### src/rtl/elevator_pkg.sv
// Shared definitions for the elevator controller: FSM state encoding, travel
// direction and the floor index width shared with the downstream comparator.
package elevator_pkg;

  localparam int unsigned DefaultFw = 4;

  typedef enum logic [1:0] {
    StIdle     = 2'd0,
    StMoveUp   = 2'd1,
    StMoveDown = 2'd2,
    StDoorOpen = 2'd3
  } state_e;

  typedef enum logic {
    DirUp   = 1'b0,
    DirDown = 1'b1
  } dir_e;

endpackage

### src/rtl/elevator_scheduler_floor_select.sv
// Combinational SCAN search: flags pending calls above/below the car and picks the
// nearest one in the travel direction, falling back to the opposite direction.
module floor_select
  import elevator_pkg::*;
#(
  parameter int unsigned FLOORS = 16,
  parameter int unsigned FW     = DefaultFw
) (
  input  logic [FLOORS-1:0] pending,
  input  logic [FW-1:0]     current_floor,
  input  logic              dir,
  output logic              any_above,
  output logic              any_below,
  output logic [FW-1:0]     target
);

  logic [FW-1:0] above_floor;
  logic [FW-1:0] below_floor;

  always_comb begin
    any_above   = 1'b0;
    any_below   = 1'b0;
    above_floor = current_floor;
    below_floor = current_floor;
    // Descending scan: the last hit is the lowest floor above the car.
    for (int i = int'(FLOORS) - 1; i >= 0; i--) begin
      if (pending[i] && (i > int'(current_floor))) begin
        any_above   = 1'b1;
        above_floor = FW'(i);
      end
    end
    // Ascending scan: the last hit is the highest floor below the car.
    for (int i = 0; i < int'(FLOORS); i++) begin
      if (pending[i] && (i < int'(current_floor))) begin
        any_below   = 1'b1;
        below_floor = FW'(i);
      end
    end

    target = current_floor;
    if (dir == DirUp) begin
      if (any_above) begin
        target = above_floor;
      end else if (any_below) begin
        target = below_floor;
      end
    end else begin
      if (any_below) begin
        target = below_floor;
      end else if (any_above) begin
        target = above_floor;
      end
    end
  end

endmodule

### src/rtl/elevator_scheduler.sv
// Elevator request scheduler: latches floor calls, runs the SCAN motion FSM and
// drives motor/door outputs plus the comparator operands.
module elevator_scheduler
  import elevator_pkg::*;
#(
  parameter int unsigned FLOORS      = 16,
  parameter int unsigned FW          = DefaultFw,
  parameter int unsigned MOVE_CYCLES = 8,
  parameter int unsigned DOOR_CYCLES = 16
) (
  input  logic              clk,
  input  logic              reset,
  input  logic              req_valid,
  input  logic [FW-1:0]     req_floor,
  output logic [FW-1:0]     current_floor,
  output logic [FW-1:0]     target_floor,
  output logic              motor_up,
  output logic              motor_down,
  output logic              door_open,
  output logic [FLOORS-1:0] pending,
  output logic              busy
);

  localparam int unsigned MCW = (MOVE_CYCLES > 1) ? $clog2(MOVE_CYCLES) : 1;
  localparam int unsigned DCW = (DOOR_CYCLES > 1) ? $clog2(DOOR_CYCLES) : 1;
  localparam logic [MCW-1:0] MoveLast = MCW'(MOVE_CYCLES - 1);
  localparam logic [DCW-1:0] DoorLast = DCW'(DOOR_CYCLES - 1);

  state_e            state_q, state_d;
  dir_e              dir_q, dir_d;
  logic [FW-1:0]     cur_q, cur_d;
  logic [FW-1:0]     tgt_q, tgt_d;
  logic [FLOORS-1:0] pending_q, pending_d;
  logic [MCW-1:0]    move_cnt_q, move_cnt_d;
  logic [DCW-1:0]    door_cnt_q, door_cnt_d;

  logic              req_ok;
  logic              same_floor_door;
  logic [FLOORS-1:0] req_vec;
  logic [FLOORS-1:0] pend_now;
  logic [FLOORS-1:0] clr_vec;
  logic [FW-1:0]     next_up;
  logic [FW-1:0]     next_dn;
  logic              any_above;
  logic              any_below;
  logic [FW-1:0]     unused_target;
  logic              unused_above;
  logic              unused_below;

  // Direction decisions use the registered view of the car and calls.
  floor_select #(
    .FLOORS (FLOORS),
    .FW     (FW)
  ) u_sel_now (
    .pending       (pending_q),
    .current_floor (cur_q),
    .dir           (dir_q),
    .any_above     (any_above),
    .any_below     (any_below),
    .target        (unused_target)
  );

  // target_floor is registered from the next-state view so it tracks the same edge.
  floor_select #(
    .FLOORS (FLOORS),
    .FW     (FW)
  ) u_sel_next (
    .pending       (pending_d),
    .current_floor (cur_d),
    .dir           (dir_d),
    .any_above     (unused_above),
    .any_below     (unused_below),
    .target        (tgt_d)
  );

  always_comb begin
    req_ok          = req_valid && (int'(req_floor) < int'(FLOORS));
    same_floor_door = req_ok && (state_q == StDoorOpen) && (req_floor == cur_q);
    req_vec         = (req_ok && !same_floor_door) ? (FLOORS'(1) << req_floor) : '0;
    pend_now        = pending_q | req_vec;
    next_up         = cur_q + FW'(1);
    next_dn         = cur_q - FW'(1);

    state_d    = state_q;
    dir_d      = dir_q;
    cur_d      = cur_q;
    move_cnt_d = move_cnt_q;
    door_cnt_d = door_cnt_q;
    clr_vec    = '0;

    unique case (state_q)
      StIdle: begin
        if (pending_q[cur_q]) begin
          state_d    = StDoorOpen;
          door_cnt_d = '0;
          clr_vec    = FLOORS'(1) << cur_q;
        end else if (any_above && ((dir_q == DirUp) || !any_below)) begin
          state_d = StMoveUp;
          dir_d   = DirUp;
        end else if (any_below) begin
          state_d = StMoveDown;
          dir_d   = DirDown;
        end
      end

      StMoveUp: begin
        if (move_cnt_q == MoveLast) begin
          move_cnt_d = '0;
          if (int'(cur_q) >= int'(FLOORS) - 1) begin
            state_d = StIdle;
          end else begin
            cur_d = next_up;
            // A call captured on the arrival edge still stops the car.
            if (pend_now[next_up]) begin
              state_d    = StDoorOpen;
              door_cnt_d = '0;
              clr_vec    = FLOORS'(1) << next_up;
            end
          end
        end else begin
          move_cnt_d = move_cnt_q + MCW'(1);
        end
      end

      StMoveDown: begin
        if (move_cnt_q == MoveLast) begin
          move_cnt_d = '0;
          if (cur_q == '0) begin
            state_d = StIdle;
          end else begin
            cur_d = next_dn;
            if (pend_now[next_dn]) begin
              state_d    = StDoorOpen;
              door_cnt_d = '0;
              clr_vec    = FLOORS'(1) << next_dn;
            end
          end
        end else begin
          move_cnt_d = move_cnt_q + MCW'(1);
        end
      end

      StDoorOpen: begin
        if (same_floor_door) begin
          door_cnt_d = '0;
        end else if (door_cnt_q == DoorLast) begin
          door_cnt_d = '0;
          if (dir_q == DirUp) begin
            if (any_above) begin
              state_d = StMoveUp;
            end else if (any_below) begin
              state_d = StMoveDown;
              dir_d   = DirDown;
            end else begin
              state_d = StIdle;
            end
          end else begin
            if (any_below) begin
              state_d = StMoveDown;
            end else if (any_above) begin
              state_d = StMoveUp;
              dir_d   = DirUp;
            end else begin
              state_d = StIdle;
            end
          end
        end else begin
          door_cnt_d = door_cnt_q + DCW'(1);
        end
      end

      default: state_d = StIdle;
    endcase

    pending_d = pend_now & ~clr_vec;
  end

  always_ff @(posedge clk) begin
    if (reset) begin
      state_q    <= StIdle;
      dir_q      <= DirUp;
      cur_q      <= '0;
      tgt_q      <= '0;
      pending_q  <= '0;
      move_cnt_q <= '0;
      door_cnt_q <= '0;
    end else begin
      state_q    <= state_d;
      dir_q      <= dir_d;
      cur_q      <= cur_d;
      tgt_q      <= tgt_d;
      pending_q  <= pending_d;
      move_cnt_q <= move_cnt_d;
      door_cnt_q <= door_cnt_d;
    end
  end

  assign current_floor = cur_q;
  assign target_floor  = tgt_q;
  assign motor_up      = (state_q == StMoveUp);
  assign motor_down    = (state_q == StMoveDown);
  assign door_open     = (state_q == StDoorOpen);
  assign pending       = pending_q;
  assign busy          = (state_q != StIdle) || (pending_q != '0);

endmodule
### config.mk
export PLATFORM = sky130hd
export DESIGN_NAME = elevator_scheduler
export DESIGN_NICKNAME = d
export VERILOG_FILES = /design/src/rtl/elevator_pkg.sv /design/src/rtl/elevator_scheduler_floor_select.sv /design/src/rtl/elevator_scheduler.sv
export SDC_FILE = /design/constraint.sdc
export NUM_CORES = 1
export LEC_CHECK = 0
export ABC_AREA = 1
export CORE_ASPECT_RATIO = 1.75
export CORE_MARGIN = 4
export CORE_UTILIZATION = 40
export DETAILED_ROUTE_END_ITERATION = 10
export GPL_ROUTABILITY_DRIVEN = 0
export SKIP_CTS_REPAIR_TIMING = 1
export SYNTH_ARGS = -nofsm -noshare
export SYNTH_HDL_FRONTEND = slang
export SYNTH_SLANG_ARGS = --single-unit
### constraint.sdc
create_clock -name clk -period 3.27 [get_ports clk]
set_clock_uncertainty 0.05 [all_clocks]
set_input_delay 0.4905 -clock clk [delete_from_list [all_inputs] [get_ports clk]]
set_output_delay 0.4905 -clock clk [all_outputs]
set_load 0.05 [all_outputs]
==> results of run 1 <==
## critical path, stage by stage, from the launching register on
cell and delay, ps:
dfxtp_4 430, buf_6 140, nand2_1 60, nand2_2 70
nor2_2 50, nand3_4 150, nand3_1 220, nand3_1 150
nand3_1 110, nand3_2 110, nand3_2 110, nand2_4 140
buf_6 130, nand3_1 70, nand3b_1 160, nand2_2 120
nand3_1 120, nand2_1 90, nor2_2 170, nand3_1 130
nor2_2 190, inv_2 80, nand2_2 100, nand2_1 90
a21oi_1 150, nor2_2 60
## where the power goes
group,total [µW],leakage (µW),internal (µW),switching [µW]
clock network,630,0.0000940,438,192
registers,487,0.000279,455,31.6
logic,944,0.00271,351,593
total,2060,0.00309,1240,817
## worst max-delay path by stage
stage,slack (ps),cells past startpoint,endpoint
floorplan,2,22,target_floor[0]
global placement,-790,28,target_floor[0]
detailed placement,-820,32,target_floor[0]
CTS,-540,32,target_floor[0]
global route,-490,25,target_floor[0]
finish,-280,25,target_floor[0]
## state kept, by name, indices dropped and copies added (netlist names)
register and count:
state_q 2, pending 16, target_floor 4, current_floor 4
dir_q 1, move_cnt_q 3, door_cnt_q 4
## metrics by stage
stage | utilization [%] | instances | setup WS [ps] | total power [µW] | cell area [µm²]
6_report | 62.9 | 1035 | -278 | 2060 | 6480
5_1_grt | 62.9 | 1035 | -491 | 2170 | 6480
4_1_cts | 57.9 | 1023 | -545 | 1980 | 5970
3_5_place_dp | 56.0 | 1015 | -819 | 1340 | 5770
3_3_place_gp | 56.0 | 1015 | -789 | 1320 | 5770
2_1_floorplan | - | 727 | 2.03 | 1020 | 4250
## Yosys cell counts (4+ instances only)
cell type	instances	area share, %
ha_1	19	5.7
nand4_1	18	2.7
o21ai_0	27	3.2
nor2_1	83	7.4
buf_2	9	1.1
nand2_1	181	16
nand3_2	21	5.0
o21ai_1	6	0.71
clkbuf_1	10	0.89
nor3_1	19	2.3
nand2_2	4	0.59
o211ai_1	5	0.89
o221ai_1	4	0.83
dfxtp_1	34	16
inv_1	71	6.3
nor2_2	10	1.5
nand3_1	96	11
a211oi_1	5	0.89
a21oi_1	34	4.0
nand3b_1	4	0.71
inv_2	17	1.5
## cell families after synthesis
logic type | synth area share, %
AO/OA/AOI/OAI | 15.4
adder cells (fa/ha/maj) | 5.65
XOR/XNOR | 0.625
flip-flops | 16.2
AND/OR/NAND/NOR | 51.0
buffers and inverters | 11.2
## final cells by class
class / count / area share (%)
Sequential cell: 34 / 10.6
Multi-Input combinational cell: 579 / 52.9
Clock inverter: 3 / 1.06
Inverter: 90 / 5.43
Clock buffer: 5 / 1.93
Tap cell: 127 / 2.45
Timing Repair Buffer: 197 / 25.5
## metal layers
metal,track usage (%),vias to the layer above,share of wire (%)
met5,0,-,0
met4,25.3,0,9.1
met3,5.74,144,5.9
met2,60.6,353,51
met1,31.5,2775,34
li1,-,2787,-
==> summary.md, run 1 <==
| Metric | Value |
|---|---|
| Status | finished, violations left |
| Failing checks | setup timing |
| Post-layout min period | 3550 ps |
| Clk Latency, worst-skew pair | between 200 and 300 ps |
| Number of cells produced by synthesis | between 700 and 800 |
| Sequential share of the synthesized area | between 15 and 20% |
| CTS tree | built |
| Mapped Avg Cell Area | slightly below 6 µm² |
| Most common cell after layout, fill and taps aside | nand2_1 |
| Vias in the first global route | roughly 5900 |
| Pwr/cell area | ~320 nW/µm² |
| GRT Util Overall | between 30% and 40% |
| Core region area | around 10000 µm² |
| Vias/cell | just under 6 |
| Synth unique cells | 54 |
| First-pass GRT wire length | roughly 30 mm |
| CTS clk-pin slew, worst paths | 60 ps |
| Final Hold Violating Endpoints | 0 |
| GR Overflow Total | 0 |
| Most frequent cells in the layout | nand2_1, buf_4, nor2_1 |
| Share of layout cells above drive strength 1 | roughly 34% |
| Max Cap Viol | 0 |
| R2R cell count | 25 |
| Fill cells | between 900 and 1000 |
| Mapped Nets | 753 |
| Critical path arrival | 3680 ps |
| Final WL | approximately 21 mm |
| Worst Tran Pin Value | about 600 ps |
| #FFs+latches synth | 34 |
| WHS Path Cells | 1 |
| # IOs | 35 |
| RR Endpoint | target_floor[0] |
| Max clock buf depth | 2 |
| Fin nets | approximately 930 |
| WL per Instance | around 20 µm |
| Worst VDD drop | 487 µV |
| CTS sink count | 34 |
| Horiz. Die Dim | around 86 µm |
| Reg-to-Reg Start | current_floor[1] |
| CP Launch Type | flip-flop |
| Worst Hold Path EP | move_cnt_q[0] |
| CTS Root Cell | clkbuf_16 |
| Setup TNS | -896 ps |
| Synth warnings | 0 |
| FF-to-FF setup slack | -280 ps |
| Hold Worst Slack | between 400 and 500 ps |
| DRC | 0 |
| Hpwl dp | roughly 16 mm |
| ANT cells | 0 |
| Pre-antenna DRT Iters | 6 |
| Max FO, Critical Path | 8 |
| Post-synthesis async set-or-reset flop share | 0% |
| RSZ-0062 raised after global routing | true |
| Final setup fails | 4 |
| Crit Path Category | reg2reg |
| CTS H-tree depth | 2 |
| Beginning of the worst hold path | move_cnt_q[0] |
| CP Launch Point | current_floor[1] |
| DRT iter0 DRCs | approximately 540 |
| Area occupied by registers | slightly below 700 µm² |
| Synthesized cell area | around 4200 µm² |
| Top_reg_cell synth | dfxtp_1 |
| Worst path required time | ~3400 ps |
| Pleak | approximately 0.003 µW |
| Initial core utilization | 40.8% |
| Post-synth EDFFs | 0 |
| Fmax | between 200 and 300 MHz |
| Via count | 6059 |
| Number of CTS-inserted buffers | 5 |
| Largest net degree at the start of global routing | 26 |
| Site Rows | 49 |
| Port bufs | 34 |
| Synth-to-layout area growth | 54.0% |
| Fin crit share | 109% |
| Area occupied by multi-input gates | 3430 µm² |
| Critical Path End Type | flip-flop |
| Initial antenna violation count | 0 |
| Slew Viols, Final | 0 |
| Die ar. | around 12000 µm² |
| DIE HEIGHT | 144 µm |
| Worst Slack Setup Final | -278 ps |
| Worst Hold Class | reg2reg |
| Antenna viol nets, final | 0 |
| Slew margin rel. | roughly three fifths |
(Power assumes the default switching activity.)
==> run 2, diff against run 1 <==
--- a/config.mk
+++ b/config.mk
@@ -6,7 +6,6 @@
 export NUM_CORES = 1
 export LEC_CHECK = 0
 export ABC_AREA = 1
-export CORE_ASPECT_RATIO = 1.75
 export CORE_MARGIN = 4
 export CORE_UTILIZATION = 40
 export DETAILED_ROUTE_END_ITERATION = 10
@@ -14,4 +13,5 @@
 export SKIP_CTS_REPAIR_TIMING = 1
 export SYNTH_ARGS = -nofsm -noshare
 export SYNTH_HDL_FRONTEND = slang
+export SYNTH_HIERARCHICAL = 1
 export SYNTH_SLANG_ARGS = --single-unit
==> summary.md, run 2 <==
| Metric | Value |
|---|---|
| Status | finished, violations left |
| Failing checks | setup timing |
| Final Hold Violating Endpoints | 0 (unchanged) |
| Slew Viols, Final | 0 (unchanged) |
| # IOs | 35 (unchanged) |
| Vias in the first global route | 5750 (-2.7%) |
| Most frequent cell on the critical path | nand2_1 |
| CTS Root Cell | clkbuf_16 |
| CTS clk-pin slew, worst paths | 60 ps (about the same) |
| Most common cell after layout, fill and taps aside | nand2_1 |
| Fill cells | 963 (-0.82%) |
| Core region area | 11000 µm² (+6.6%) |
| Number of CTS-inserted buffers | 5 (unchanged) |
| Worst Slack Setup Final | -115 ps (+163 ps) |
| Reg-to-Reg Start | state_q[1] |
| Initial antenna violation count | 0 (unchanged) |
| Critical path arrival | 3500 ps (-180 ps) |
| Synthesized cell area | 4550 µm² (+8.2%) |
| Worst Tran Pin Value | 547 ps (-43.0 ps) |
| Via count | 6259 (+3.3%) |
| Die ar. | 13200 µm² (+7.1%) |
| RR Endpoint | target_floor[3] |
| R2R cell count | 29 (+16%) |
| Final WL | 18.5 mm (-11%) |
| Fmax | 295 MHz (+4.8%) |
| Final setup fails | 4 (unchanged) |
| Port bufs | 34 (unchanged) |
| CP Launch Type | flip-flop |
| ANT cells | 0 (unchanged) |
| CTS H-tree depth | 2 (unchanged) |
| Max FO, Critical Path | 7 (-1) |
| Pwr/cell area | 285 nW/µm² (-11%) |
| Crit path largest cell delay | 350 ps (-80 ps) |
| GR Overflow Total | 0 (unchanged) |
| Mapped Nets | 839 (+11%) |
| Worst Hold Path EP | move_cnt_q[1] |
| Worst path required time | 3390 ps (about the same) |
| Vias/cell | 5.38 (-8.1%) |
| CTS sink count | 34 (unchanged) |
| Post-layout min period | 3380 ps (-163 ps) |
| Most frequent cells in the layout | nand2_1, buf_4, inv_1 |
| Worst VDD drop | 374 µV (-23%) |
| Synth-to-layout area growth | 57.0% |
| Mapped Avg Cell Area | 5.57 µm² (-3.7%) |
| Slew margin rel. | 63.4% (+3.2 points) |
| WHS Path Cells | 2 (+1) |
| Hold Worst Slack | 430 ps (+6.29 ps) |
| Share of layout cells above drive strength 1 | 39.3% (+4.8 points) |
| Antenna viol nets, final | 0 (unchanged) |
| Clk Latency, worst-skew pair | 280 ps (about the same) |
| Max reg flops | 16 (unchanged) |
| FF-to-FF setup slack | -110 ps (+160 ps) |
| First-pass GRT wire length | 28.0 mm (-8.6%) |
| Pwr Total | 2030 µW (-1.3%) |
| GRT Util Overall | 26.3% (-6.5 points) |
| WL per Instance | 15.9 µm (-20%) |
| RSZ-0062 raised after global routing | true |
| Largest net degree at the start of global routing | 23 (-12%) |
| Fin nets | 1044 (+12%) |
| CP max-delay cell | dfxtp_2 |
| Horiz. Die Dim | 115 µm (+34%) |
| Hpwl dp | 14.0 mm (-13%) |
| Pre-antenna DRT Iters | 7 (+1) |
| Max Cap Viol | 0 (unchanged) |
| Fin crit share | 104% (-5.0 points) |
| Pre-CTS WS | -782 ps (+37.7 ps) |
| Crit Path Category | reg2reg |
| Max clock buf depth | 2 (unchanged) |
| Cell area after layout | 7150 µm² (+10%) |
| Pleak | 0.00349 µW (+13%) |
| Post-Place Cell Area | 6250 µm² (+8.3%) |
| DRT iter0 DRCs | 720 (+34%) |
| Synth warnings | 6 (+6) |
| Critical Path End Type | flip-flop |
| DIE HEIGHT | 115 µm (-20%) |
| Site Rows | 38 (-22%) |
| Worst Hold Class | reg2reg |
| Beginning of the worst hold path | move_cnt_q[1] |
| Number of cells produced by synthesis | 817 (+12%) |
| DRC | 0 (unchanged) |
| CTS tree | built |
| Initial core utilization | 41.5% (+0.62 points) |
==> run 2: changes by cell type in the layout (fill, tap and decap cells not counted), moves of 8 or more <==
cell | previous run | this run
a21oi_1 | 29 | 21
buf_4 | 153 | 180
inv_1 | 68 | 97
nand2_1 | 166 | 191
nand2_2 | 18 | 34
nand2_4 | 1 | 9
nand3_4 | 6 | 14
nor2_1 | 75 | 88
nor2_2 | 17 | 26
nor3_1 | 17 | 8
==> run 2: power breakdown <==
| part | switching (µW) | leakage (µW) | internal [µW] |
|---|---|---|---|
| sequential | 35.5 | 0.000280 | 459 |
| clock | 183 | 0.0000708 | 282 |
| combinational | 632 | 0.00314 | 442 |
==> run 2: area by class of cell <==
cell class	count	area (µm²)	area share (%)
clock buffer	6	129	1.80
multi-input combinational	633	3840	53.8
sequential	34	696	9.73
clock inverter	2	13.8	0.193
timing repair buffer	221	1790	25.0
inverter	127	504	7.05
tap	140	175	2.45
==> run 2: routing by layer <==
metal	global-route usage (%)	vias up	part of all wire, %
li1	-	3049	-
met1	34.1	2810	42
met2	43.0	328	47
met3	3.12	72	7.1
met4	13.3	0	4.7
met5	0	-	0
==> run 2: worst max path at each step <==
| stage | from | endpoint | slack (ps) | cells after the start |
|---|---|---|---|---|
| finish | state_q[1] | target_floor[3] | -110 | 29 |
| global route | state_q[1] | target_floor[0] | -340 | 36 |
| CTS | req_floor[0] | target_floor[2] | -500 | 28 |
| detailed placement | req_floor[0] | target_floor[2] | -780 | 28 |
| global placement | req_floor[0] | target_floor[0] | -720 | 36 |
| floorplan | current_floor[2] | target_floor[0] | 1 | 23 |
==> run 2: worst max-delay path: cells and delay by family (launching register included) <==
kind            cells  cell delay, ps
compound gates      2             220
fa+ha+maj           1             160
buf+inv             5             560
flops               1             350
simple gates       21            1930
==> run 2: per-stage QoR <==
step	util, %	TNS (ps)	cells
6_report	65.1	-309	1163
5_1_grt	65.1	-1160	1163
4_1_cts	58.2	-1790	1140
3_5_place_dp	56.9	-2910	1132
3_3_place_gp	56.9	-2720	1132
2_1_floorplan	-	0	817
